`src/rtl/micro_sequencer_if.sv`:
```
// Sequencer bus: micro-instruction fields in, micro-PC and status out.
// The controller side uses master, the sequencer uses slave.
interface micro_sequencer_if #(
  parameter int UPC_W = 7
);
  logic             stall;
  logic [2:0]       next_sel;
  logic [UPC_W-1:0] target;
  logic             cond;
  logic [UPC_W-1:0] dispatch_addr;
  logic             trap_req;
  logic [UPC_W-1:0] upc;
  logic [1:0]       depth;
  logic             inst_done;
  logic             seq_err;

  modport master (
    output stall, next_sel, target, cond, dispatch_addr, trap_req,
    input  upc, depth, inst_done, seq_err
  );

  modport slave (
    input  stall, next_sel, target, cond, dispatch_addr, trap_req,
    output upc, depth, inst_done, seq_err
  );
endinterface

```
`src/rtl/micro_sequencer.sv`:
```
// Micro-PC sequencer: picks the next micro-ROM address each cycle, with a
// 2-deep call stack, stall hold, trap redirection and a micro-step watchdog.
module micro_sequencer #(
  parameter int UPC_W      = 7,
  parameter int FETCH_ADDR = 0,
  parameter int TRAP_ADDR  = 2**UPC_W-1,
  parameter int WDOG_LIMIT = 64
) (
  input  logic                 clk,
  input  logic                 rst_n,
  micro_sequencer_if.slave     bus
);

  localparam int CNT_W = (WDOG_LIMIT > 2) ? $clog2(WDOG_LIMIT) : 1;
  localparam logic [CNT_W-1:0] CNT_LAST = CNT_W'(WDOG_LIMIT-1);
  localparam logic [UPC_W-1:0] FETCH_UPC = UPC_W'(FETCH_ADDR);
  localparam logic [UPC_W-1:0] TRAP_UPC  = UPC_W'(TRAP_ADDR);

  typedef enum logic [2:0] {
    SEL_SEQ      = 3'd0,
    SEL_JUMP     = 3'd1,
    SEL_COND     = 3'd2,
    SEL_DISPATCH = 3'd3,
    SEL_CALL     = 3'd4,
    SEL_RETURN   = 3'd5,
    SEL_FETCH    = 3'd6,
    SEL_RSVD     = 3'd7
  } sel_e;

  logic [UPC_W-1:0] r_upc;
  logic [1:0]       r_depth;
  logic [UPC_W-1:0] r_stack [2];
  logic [CNT_W-1:0] r_cnt;

  sel_e             w_sel;
  logic [UPC_W-1:0] w_upc_inc;
  logic [UPC_W-1:0] w_pop_val;
  logic             w_illegal;
  logic [UPC_W-1:0] w_upc_nxt;
  logic [1:0]       w_depth_nxt;
  logic [CNT_W-1:0] w_cnt_nxt;
  logic             w_push;
  logic             w_done;
  logic             w_err;

  assign w_sel     = sel_e'(bus.next_sel);
  assign w_upc_inc = r_upc + 1'b1;
  // Top of stack sits at depth-1: entry 1 when two frames are live.
  assign w_pop_val = r_stack[r_depth[1]];

  assign w_illegal = ((w_sel == SEL_CALL)   && r_depth[1])
                  || ((w_sel == SEL_RETURN) && (r_depth == 2'd0))
                  ||  (w_sel == SEL_RSVD)
                  || ((r_cnt == CNT_LAST)   && (w_sel != SEL_FETCH));

  always_comb begin
    w_upc_nxt   = r_upc;
    w_depth_nxt = r_depth;
    w_cnt_nxt   = r_cnt;
    w_push      = 1'b0;
    w_done      = 1'b0;
    w_err       = 1'b0;
    if (bus.trap_req) begin
      w_upc_nxt   = TRAP_UPC;
      w_depth_nxt = 2'd0;
      w_cnt_nxt   = '0;
    end else if (bus.stall) begin
      w_upc_nxt   = r_upc;
    end else if (w_illegal) begin
      w_upc_nxt   = TRAP_UPC;
      w_depth_nxt = 2'd0;
      w_cnt_nxt   = '0;
      w_err       = 1'b1;
    end else begin
      w_cnt_nxt = r_cnt + 1'b1;
      case (w_sel)
        SEL_SEQ:      w_upc_nxt = w_upc_inc;
        SEL_JUMP:     w_upc_nxt = bus.target;
        SEL_COND:     w_upc_nxt = bus.cond ? bus.target : w_upc_inc;
        SEL_DISPATCH: w_upc_nxt = bus.dispatch_addr;
        SEL_CALL: begin
          w_upc_nxt   = bus.target;
          w_depth_nxt = r_depth + 2'd1;
          w_push      = 1'b1;
        end
        SEL_RETURN: begin
          w_upc_nxt   = w_pop_val;
          w_depth_nxt = r_depth - 2'd1;
        end
        SEL_FETCH: begin
          w_upc_nxt   = FETCH_UPC;
          w_depth_nxt = 2'd0;
          w_cnt_nxt   = '0;
          w_done      = 1'b1;
        end
        default: w_upc_nxt = r_upc;
      endcase
    end
  end

  always_ff @(posedge clk or negedge rst_n) begin
    if (!rst_n) begin
      r_upc      <= FETCH_UPC;
      r_depth    <= 2'd0;
      r_cnt      <= '0;
      r_stack[0] <= '0;
      r_stack[1] <= '0;
    end else begin
      r_upc   <= w_upc_nxt;
      r_depth <= w_depth_nxt;
      r_cnt   <= w_cnt_nxt;
      if (w_push) r_stack[r_depth[0]] <= w_upc_inc;
    end
  end

  assign bus.upc       = r_upc;
  assign bus.depth     = r_depth;
  assign bus.inst_done = w_done;
  assign bus.seq_err   = w_err;

endmodule

```
`src/flat_wrapper.sv`:
```
// flat-port wrapper written by rule: the top's interface ports become plain ports
module micro_sequencer_flat 
#(
  parameter int UPC_W      = 7,
  parameter int FETCH_ADDR = 0,
  parameter int TRAP_ADDR  = 2**UPC_W-1,
  parameter int WDOG_LIMIT = 64
)
  (clk, rst_n, bus_stall, bus_next_sel, bus_target, bus_cond, bus_dispatch_addr, bus_trap_req, bus_upc, bus_depth, bus_inst_done, bus_seq_err);
  micro_sequencer_if #(.UPC_W(UPC_W)) bus_i ();
  input  logic clk;
  input  logic rst_n;
  input wire logic [$bits(bus_i.stall)-1:0] bus_stall;
  input wire logic [$bits(bus_i.next_sel)-1:0] bus_next_sel;
  input wire logic [$bits(bus_i.target)-1:0] bus_target;
  input wire logic [$bits(bus_i.cond)-1:0] bus_cond;
  input wire logic [$bits(bus_i.dispatch_addr)-1:0] bus_dispatch_addr;
  input wire logic [$bits(bus_i.trap_req)-1:0] bus_trap_req;
  output wire logic [$bits(bus_i.upc)-1:0] bus_upc;
  output wire logic [$bits(bus_i.depth)-1:0] bus_depth;
  output wire logic [$bits(bus_i.inst_done)-1:0] bus_inst_done;
  output wire logic [$bits(bus_i.seq_err)-1:0] bus_seq_err;
  assign bus_i.stall = bus_stall;
  assign bus_i.next_sel = bus_next_sel;
  assign bus_i.target = bus_target;
  assign bus_i.cond = bus_cond;
  assign bus_i.dispatch_addr = bus_dispatch_addr;
  assign bus_i.trap_req = bus_trap_req;
  assign bus_upc = bus_i.upc;
  assign bus_depth = bus_i.depth;
  assign bus_inst_done = bus_i.inst_done;
  assign bus_seq_err = bus_i.seq_err;
  micro_sequencer #(.UPC_W(UPC_W), .FETCH_ADDR(FETCH_ADDR), .TRAP_ADDR(TRAP_ADDR), .WDOG_LIMIT(WDOG_LIMIT)) u_core (.clk(clk), .rst_n(rst_n), .bus(bus_i));
endmodule
```
`config.mk`:
```
export PLATFORM = sky130hd
export DESIGN_NAME = micro_sequencer_flat
export DESIGN_NICKNAME = d
export VERILOG_FILES = /design/src/rtl/micro_sequencer_if.sv /design/src/rtl/micro_sequencer.sv /design/src/flat_wrapper.sv
export SDC_FILE = /design/constraint.sdc
export NUM_CORES = 1
export LEC_CHECK = 0
export CORE_MARGIN = 2
export CORE_UTILIZATION = 54
export CTS_CLUSTER_SIZE = 30
export DETAILED_ROUTE_END_ITERATION = 8
export GPL_TIMING_DRIVEN = 0
export PLACE_DENSITY = 0.82
export SYNTH_ARGS = -nofsm -noshare
export SYNTH_HDL_FRONTEND = slang
export SYNTH_SLANG_ARGS = --single-unit
```
`constraint.sdc`:
```
create_clock -name clk -period 5.05 [get_ports clk]
set_input_delay 1.2625 -clock clk [delete_from_list [all_inputs] [get_ports clk]]
set_output_delay 1.2625 -clock clk [all_outputs]
set_load 0.05 [all_outputs]
```
==> Word-level counts from Yosys, hierarchy flattened <==
Index checks and enable logic that the tools add are counted.
{ "totals": {"latchBits": 0, "mem_bits_rw": 0, "mem_count": 0, "mem_bits_ro": 0, "input_bits": 22, "register_bits": 29} }
{ "classes": {"add_sub_neg": 4, "magnitude_cmp": 3, "bitwise_logic": 2, "shifts": 0, "muxes": 30, "div_mod_pow": 0, "n_eq_ne": 10, "n_mul": 0, "n_reduce_logical": 14} }
{ "op_table": {"columns": ["op", "n"], "rows": [
  ["$mux W7", 8],
  ["$pmux W7 S6", 1],
  ["$mux W6", 4],
  ["$bwmux W14", 1],
  ["$eq A3 B3 Y1 const B", 4],
  ["$mux W1", 11],
  ["$reduce_bool A8 Y1", 1],
  ["$add A7 B1 Y7 const B", 1],
  ["$demux W7 S1", 1],
  ["$add A6 B1 Y6 const B", 1],
  ["$eq A3 B2 Y1 const B", 2],
  ["$eq A6 B6 Y1 const B", 1],
  ["$mux W2", 3],
  ["$pmux W2 S3", 1],
  ["$reduce_bool A5 Y1", 1],
  ["$ge A2 B2 Y1 const B", 2],
  ["$logic_and A1 B1 Y1", 4],
  ["$not A1 Y2", 2],
  ["$reduce_and A2 Y1", 2],
  ["$eq A3 B1 Y1 const B", 1],
  ["$logic_not A3 Y1", 1],
  ["$logic_or A1 B1 Y1", 3],
  ["$ne A3 B3 Y1 const B", 1],
  ["$add A2 B1 Y2 const B", 1],
  ["5 further kinds", 5]
]} }

==> Logic depth before layout (Yosys ltp) <==
Gate-level depths: netlist of run 1.
{ "depth": {"depth_word": 8, "ltp_mapped": 7, "depth_no_buf": 6} }

==> Worst setup path after synthesis of run 1 <==
OpenSTA, ideal clock, no wires.
{ "synth_timing": {"path_kind": "input to output", "start": "input bus_next_sel[1]", "end": "output bus_seq_err", "slack_ns": 0.943, "n_path_buf": 1, "path_stages": 5, "arrival_time_ns": 2.845, "cell_sequence": "buf_6 > nor2_1 > a32o_2 > a21oi_1 > nor3_1"} }
{ "synth_between": {"elab_chain_cells": 8} }
{ "synth_rtl": {"columns": ["item", "line", "text"], "rows": [
  ["start: declaration", "flat_wrapper.sv:14", "input wire logic [$bits(bus_i.next_sel)-1:0] bus_next_sel;"],
  ["$eq A3 B3 Y1, on equally long branches", "micro_sequencer.sv:51, micro_sequencer.sv:52", null],
  ["$logic_and A1 B1 Y1, on equally long branches", "micro_sequencer.sv:51, micro_sequencer.sv:52", null],
  ["$logic_or A1 B1 Y1", "micro_sequencer.sv:52", "|| ((w_sel == SEL_RETURN) && (r_depth == 2'd0))"],
  ["$logic_or A1 B1 Y1", "micro_sequencer.sv:53", "|| (w_sel == SEL_RSVD)"],
  ["$logic_or A1 B1 Y1 (*)", "micro_sequencer.sv:54", "|| ((r_cnt == CNT_LAST) && (w_sel != SEL_FETCH));"],
  ["$mux W1 (*)", "micro_sequencer.sv:69", "end else if (w_illegal) begin"],
  ["$mux W1 (*)", "micro_sequencer.sv:67", "end else if (bus.stall) begin"],
  ["$mux W1 (*)", "micro_sequencer.sv:63", "if (bus.trap_req) begin"],
  ["end: declaration", "flat_wrapper.sv:22", "output wire logic [$bits(bus_i.seq_err)-1:0] bus_seq_err;"]
]} }
Every way passes the cells marked *; elsewhere a longest branch is shown, timed or not.

==> Worst setup path after layout of run 1 <==
{ "layout_timing": {"start": "input bus_next_sel[2]", "end": "output bus_seq_err"} }
The elaborated chain is that of the path after synthesis.

==> results.txt, run 1 <==
The global router's overall resource usage is 0.2565. Across all register-to-register paths, the minimum setup slack is 2.57 ns. The number of antenna repair diodes is 0. The placed instances occupy a cell area of 0.002101 mm². The end point of the critical path is bus_seq_err. The count of input and output buffers came out at 28. The arrival time at the worst endpoint is 3.22 ns. The horizontal die dimension came out at 61.18 µm. The worst hold path belongs to the class flop to flop. The startpoint of the most critical register-to-register path is u_core.r_cnt[0]. In this run the number of H-tree levels came out at 2.

The initial detailed-routing violation count is 85. The endpoint class of the critical path is an output pin. The share of flip-flops with an asynchronous set or reset is 1.000.

The net count after synthesis came out at 191. The cell sitting at the root of the clock tree is a sky130_fd_sc_hd__clkbuf_4. The count of pins on the block boundary is 33.

The floorplan has 20 rows. The total number of yosys warnings came out at 0. The net total in the final layout is 226. Of the available clock period, the critical path in the final layout requires 0.8872.

The number of endpoints failing setup at the final stage is 0. The total power per unit cell area came out at 291.3 mW/mm². On the critical path, the stage with the largest delay is an instance of sky130_fd_sc_hd__clkdlybuf4s50_1.

The area of the mapped netlist came out at 0.001765 mm². The area of the die is 0.003743 mm². The number of enable-type register cells in the synthesized netlist came out at 0. The register area share after synthesis came out at 0.4111.

The average routed wire per standard cell is 16.56 µm. The signal on the critical path passes through clkdlybuf4s50_1, and2_1, a32o_2, a21oi_1, nor3_1, clkdlybuf4s50_1. The number of antenna violations at the first check in global routing is 0.

The total grt overflow came out at 0. The post-synthesis average cell area is 10.57 µm². The detail-routed via count per cell is 6.008. The largest net degree at the start of global routing is 30. In this design, the critical path's most frequently occurring cell is sky130_fd_sc_hd__clkdlybuf4s50_1. The buffers plus inverters on the worst setup path came out at 2. The summed negative setup slack over all endpoints came out at 0 ns.

After clock tree synthesis, the repair step resized 0 gates. The length of the first detailed-routing pass in iterations came out at 4. Of all nets on the critical path, the largest fanout is 4. The number of cells in the design after placement is 239.

The count of final hold-check violations is 0. The remaining routing DRC violations came out at 0. The growth of design area from synthesis to finish is 22.68%.

In the final layout, the share of cells above drive strength 1 is 0.1823. The total half-perimeter wirelength after legalization and detailed placement is 2852 µm. Summing over every cut layer, the via total after detailed routing is 1,484. The number of setup buffers added after CTS came out at 0. The type of element launching the critical path is an input pin. The critical path is of the input pin to output pin type. Routability-driven placement finished with a final weighted congestion of 0.8179. The count of final max-slew check failures is 0. The flow ran to the end, and the final reports show no timing, DRC or antenna violations. Synthesis produced 167 cells. For this design the static power due to leakage is 0.9083 nW. The minimum period implied by the final worst setup slack came out at 4.480 ns.

The startpoint identified for the worst hold timing path is u_core.r_stack[11]. The max-cap violation count is 0. The wire length of the first global-routing pass is 6844 µm. The cell family contributing the most delay on the critical path is buffers and inverters.

The height of the die is 61.18 µm. At the worst endpoint, the required time is 3.79 ns. After synthesis the netlist holds a flip-flop and latch count of 29. The depth of the worst register-to-register path is 7. The top flip-flop cell by instance count after synthesis is sky130_fd_sc_hd__dfrtp_1. Derived from the worst setup path, the maximum achievable clock frequency is 0.2232 GHz. The TritonCTS buffer count came out at 5. The clock net in this run drives a total of 29 sinks. The count of cells in the finished layout, fillers not included, comes to 247. The clock arrives with 0.01239 ns of skew. The number of antenna-violating nets in the routed design came out at 0. The clock tree buffer depth came out at 2.

The clock latency at the later pin of the worst-skew pair came out at 0.34 ns. Setup repair after global routing left no endpoint under its margin. The clock slew at the register clock pins of the worst setup and hold paths is 0.09 ns.

The number of global-route vias before repair came out at 1,506. The floorplan core area came out at 0.003078 mm². TritonCTS built the clock tree. The end of the worst register-to-register path is u_core.r_stack[7].

The routed wire length came out at 4091 µm. The pre-CTS setup slack is 0.6047 ns. The number of distinct library cell variants in the gate-level netlist after synthesis came out at 45. On the worst path, the slowest cell contributes a delay of 0.84 ns. The peak ir drop on the vdd network came out at 0.0001753 V.

At the pin with the least slew margin, the transition time is 0.6538 ns. Counting buffers and inverters, the worst setup path is 6 cells deep. The most critical setup path has its startpoint at bus_next_sel[2]. The starting density of the core came out at 0.5736. Setup slack closes at 0.5696 ns. The headroom to the max-slew limit came out at 0.5612. The final standard cell area without fillers is 0.002166 mm². The number of hold buffers added after CTS is 0.
-- how the worst min path moves through the flow --
stage	endpoint	depth (start not counted)
after floorplan	u_core.r_cnt[1]	2
final	u_core.r_stack[11]	1
after global routing	u_core.r_stack[5]	1
after detailed placement	u_core.r_stack[11]	1
after CTS	u_core.r_stack[11]	1
after global placement	u_core.r_stack[7]	1
-- cell usage after synthesis, drive strengths merged, types with 2 or more instances --
master  count  area, µm²
o21ai      11      55.05
a21oi       9      45.04
nor3        4      20.02
dfrtp      29      725.7
nand2      15      56.30
nor2b       2      12.51
mux2       14      210.2
ha          2      25.02
and3b       2      18.77
xor2        2      17.52
inv         2      7.510
nor2       13      48.80
and3        2      12.51
buf         7      68.81
a22o        2      17.52
mux2i       7      70.07
or3         3      18.77
a21o        3      23.77
a221oi      7      61.31
nand3b      2      15.01
nand3       5      25.02
clkbuf      3      12.51
xnor2       5      43.79
-- sequential cells by signal, indices dropped and copies added (netlist names) --
signal	cells
u_core.r_cnt	6
u_core.r_stack	14
u_core.bus.upc	7
u_core.bus.depth	2
-- through the flow --
step | power, mW | util | hold WS (ns)
after floorplan | 0.4088 | - | 0.4761
after global placement | 0.4562 | 0.6825 | 0.4928
after detailed placement | 0.4656 | 0.6825 | 0.4918
after CTS | 0.6345 | 0.7053 | 0.5205
after global routing | 0.6621 | 0.7037 | 0.5457
final | 0.6309 | 0.7037 | 0.5205
-- layout by cell type, fill, tap and decap left out, types with 3 or more instances in the layout --
cell type,n
sky130_fd_sc_hd__dfrtp_1,29
sky130_fd_sc_hd__clkdlybuf4s50_1,27
sky130_fd_sc_hd__nand2_1,15
sky130_fd_sc_hd__mux2_4,14
sky130_fd_sc_hd__nor2_1,13
sky130_fd_sc_hd__o21ai_0,10
sky130_fd_sc_hd__a21oi_1,9
sky130_fd_sc_hd__mux2i_1,7
sky130_fd_sc_hd__a221oi_1,7
sky130_fd_sc_hd__buf_6,5
sky130_fd_sc_hd__nand3_1,5
sky130_fd_sc_hd__xnor2_1,5
sky130_fd_sc_hd__clkbuf_4,5
sky130_fd_sc_hd__nor3_1,4
sky130_fd_sc_hd__or3_1,3
-- per-layer routing --
layer  share of wire  up-vias  global-route usage
met5               0        -                   0
met4           0.016        0              0.1180
met3           0.052        8             0.06092
met2            0.49       57              0.4422
met1            0.44      739              0.3012
li1                -      680                   -
-- cells by family (layout without fill, tap and decap cells) --
| group | Yosys count | after routing | synth area share |
|---|---|---|---|
| adder cells (fa/ha/maj) | 2 | 2 | 0.01417 |
| flip-flops | 29 | 29 | 0.4111 |
| AO/OA/AOI/OAI | 41 | 41 | 0.1694 |
| multiplexers | 21 | 21 | 0.1588 |
| AND/OR/NAND/NOR | 55 | 55 | 0.1616 |
| XOR/XNOR | 7 | 7 | 0.03473 |
| buffers and inverters | 12 | 48 | 0.05032 |
-- report_power, final --
group	switching (mW)	leakage, nW	internal, mW
sequential	0.0244	0.364	0.262
combinational	0.0857	0.503	0.0898
clock	0.0879	0.0413	0.0806
-- final cells by class --
cell class	instances	area, µm²
buffer	10	81.33
clock buffer	7	65.06
clock inverter	1	5.005
fill	230	912.1
inverter	2	7.507
multi-input combinational	126	950.9
sequential	29	725.7
tap	44	55.05
timing repair buffer	28	275.3
Note: power is estimated with default switching activity, not from simulation.
==> run 2, diff against run 1 <==
==> constraint.sdc (replaced) <==
create_clock -name clk -period 5.05 [get_ports clk]
set_input_delay 1.2625 -clock clk [delete_from_list [all_inputs] [get_ports clk]]
set_output_delay 1.2625 -clock clk [all_outputs]
set_load 0.1 [all_outputs]
==> run 2 against run 1 <==
Sequential cell count unchanged. Via count down 2.5%. Sequential share of layout area down 0.077 points. Critical path type unchanged. Critical endpoint unchanged. Largest power group unchanged.
==> results.txt, run 2 (same netlist as run 1, synthesis figures left out) <==
Leaving out fill and tap cells, the most frequent cell in the layout is sky130_fd_sc_hd__dfrtp_1. The clock tree buffer depth is 2 (unchanged). The count of final max-slew check failures is 0 (unchanged). The routed wire length is 4013 µm (-1.9%). The final-layout worst hold slack is 0.5182 ns (-0.002238 ns). The highest clock frequency the design can meet came to 0.2089 GHz (-6.4%). On the critical path the largest part of the delay comes from buffers and inverters. The clock latency at the later pin of the worst-skew pair came out at 0.34 ns (about the same). The headroom to the max-slew limit was 0.3392 (-0.2220). The length of the first detailed-routing pass in iterations came out at 4 (unchanged). The peak ir drop on the vdd network came out at 0.0001477 V (-16%). The arrival time at the worst endpoint came out at 3.52 ns (+0.30 ns). Leaving out fill and tap cells, the most frequent cells in the layout are sky130_fd_sc_hd__dfrtp_1, sky130_fd_sc_hd__clkdlybuf4s50_1, sky130_fd_sc_hd__nand2_1.

The class of the most critical setup path is input pin to output pin. The TritonCTS sink count was 29 (unchanged). From synthesis to final layout, the design area changed by 22.96%. The post-route clock period utilization is 0.9478 (+0.06063).

The total power per unit cell area is 300.4 mW/mm² (+3.1%). The number of antenna violations at the first check in global routing came out at 0 (unchanged). The number of cells in the design after placement was 239 (unchanged). The number of antenna-violating nets in the routed design is 0 (unchanged). The horizontal die dimension is 61.18 µm (unchanged). The largest net degree at the start of global routing is 30 (unchanged).

The starting density of the core came out at 0.5736 (unchanged). The net total in the final layout is 226 (unchanged). The tree is rooted in a sky130_fd_sc_hd__clkbuf_4. The pre-CTS setup slack came to 0.2668 ns (-0.3380 ns). The highest cell delay on the worst timing path was 1.16 ns (+0.32 ns). The number of endpoints failing setup at the final stage came out at 0 (unchanged). Ranked by flip-flop count, first place goes to u_core.r_stack. The maximum fanout along the worst path came out at 4 (unchanged). Traced cell by cell, the critical path runs through clkdlybuf4s50_1, and2_1, a32o_2, a21oi_1, nor3_2, clkdlybuf4s50_1. The standard cell area after detailed placement came out at 0.002106 mm² (+0.24%). The number of levels in the clock H-tree is 2 (unchanged). The buffers plus inverters on the worst setup path is 2 (unchanged).

The type of element launching the critical path is an input pin. The wire length of the first global-routing pass came out at 6520 µm (-4.7%). Among the stages of the critical path, the cell type that occurs most often is sky130_fd_sc_hd__clkdlybuf4s50_1.

The count of input and output buffers is 28 (unchanged). The max-cap violation count came to 0 (unchanged). Setup repair after global routing left no endpoint under its margin. The total half-perimeter wirelength after legalization and detailed placement came out at 2785 µm (-2.3%). The remaining routing DRC violations is 0 (unchanged). The total power came out at 0.6520 mW (+3.4%). The number of flip-flops in the largest register came out at 14 (unchanged). The final standard cell area without fillers is 0.002171 mm² (+0.23%). The tightest min-delay check is of the flop to flop type. The total grt overflow came out at 0 (unchanged).

The count of pins on the block boundary is 33 (unchanged). The final worst slack came out at 0.2634 ns (-0.3062 ns). The flow ran to the end, and the final reports show no timing, DRC or antenna violations. The average routed wire per standard cell came out at 16.25 µm (-1.9%). The number of antenna repair diodes is 0 (unchanged). The global router's overall resource usage is 0.2428 (-0.01366). The cell leakage power is 0.9094 nW (+0.13%). The post-cts repair resize count came to 0 (unchanged).

The number of core rows came out at 20 (unchanged). The post-route core utilization is 0.7053 (+0.001626). The summed negative setup slack over all endpoints was 0 ns (unchanged). The number of hold buffers added after CTS is 0 (unchanged). The largest individual stage delay along the critical path comes from the cell sky130_fd_sc_hd__clkdlybuf4s50_1.

The TritonCTS buffer count is 5 (unchanged). The final instance count without filler cells is 247 (unchanged). The clock slew at the register clock pins of the worst setup and hold paths came out at 0.09 ns (about the same).

The height of the die is 61.18 µm (unchanged). The clock tree from TritonCTS is built. The transition time of the tightest slew-check pin is 0.9881 ns (+0.3343 ns).

The final clock skew came to 0.01028 ns (-0.002112 ns). The minimum period implied by the final worst setup slack was 4.787 ns (+0.3062 ns). The share of post-route cells with drive strength above 1 is 0.1872 (+0.004926). The number of global-route vias before repair was 1,370 (-9.0%). The data required time of the critical path came out at 3.79 ns (about the same).

The number of setup buffers added after CTS is 0 (unchanged). The area of the die is 0.003743 mm² (unchanged). The via count is 1,447 (-2.5%). The floorplan core area is 0.003078 mm² (unchanged). The routability-driven placement congestion ratio is 0.8350 (+2.1%).

STA classifies the critical path endpoint as an output pin. The count of final hold-check violations came out at 0 (unchanged). The detail-routed via count per cell came out at 5.858 (-2.5%). The initial detailed-routing violation count is 87 (+2.4%).
## run 2: path summary, 6_finish.rpt
check / start / depth (start not counted) / to / slack, ns
max: bus_next_sel[2] / 6 / bus_seq_err / 0.26
min: u_core.r_cnt[1] / 2 / u_core.r_cnt[1] / 0.52
max reg2reg: u_core.r_cnt[0] / 7 / u_core.r_stack[7] / 2.59
min reg2reg: u_core.r_cnt[1] / 2 / u_core.r_cnt[1] / 0.52
max in group asynchronous: rst_n / 1 / u_core.r_cnt[4] / 3.66
min in group asynchronous: rst_n / 1 / u_core.r_stack[13] / 0.94
## run 2: layer usage
| metal | vias to the layer above | global-route usage | routed length (µm) |
|---|---|---|---|
| met4 | 0 | 0.1025 | 66 |
| met5 | - | 0 | 0 |
| li1 | 683 | - | - |
| met3 | 8 | 0.05462 | 203 |
| met1 | 713 | 0.3288 | 1795 |
| met2 | 43 | 0.3769 | 1948 |
## run 2: area by class of cell
cell class                 count  area [µm²]
buffer                        10       81.33
clock buffer                   7       65.06
clock inverter                 1       5.005
fill                         235       907.1
inverter                       2       7.507
multi-input combinational    126       955.9
sequential                    29       725.7
tap                           44       55.05
timing repair buffer          28       275.3
## run 2: report_power, final
group          switching (mW)  internal (mW)  total [mW]
clock                  0.0871         0.0806       0.168
combinational           0.109         0.0897       0.198
sequential             0.0237          0.262       0.286
## run 2: worst min-delay path, delay by kind of cell (launching register included)
family	cells	cell delay (ns)
flip-flops	1	0.37
AO/OA/AOI/OAI	1	0.06
AND/OR/NAND/NOR	1	0.05
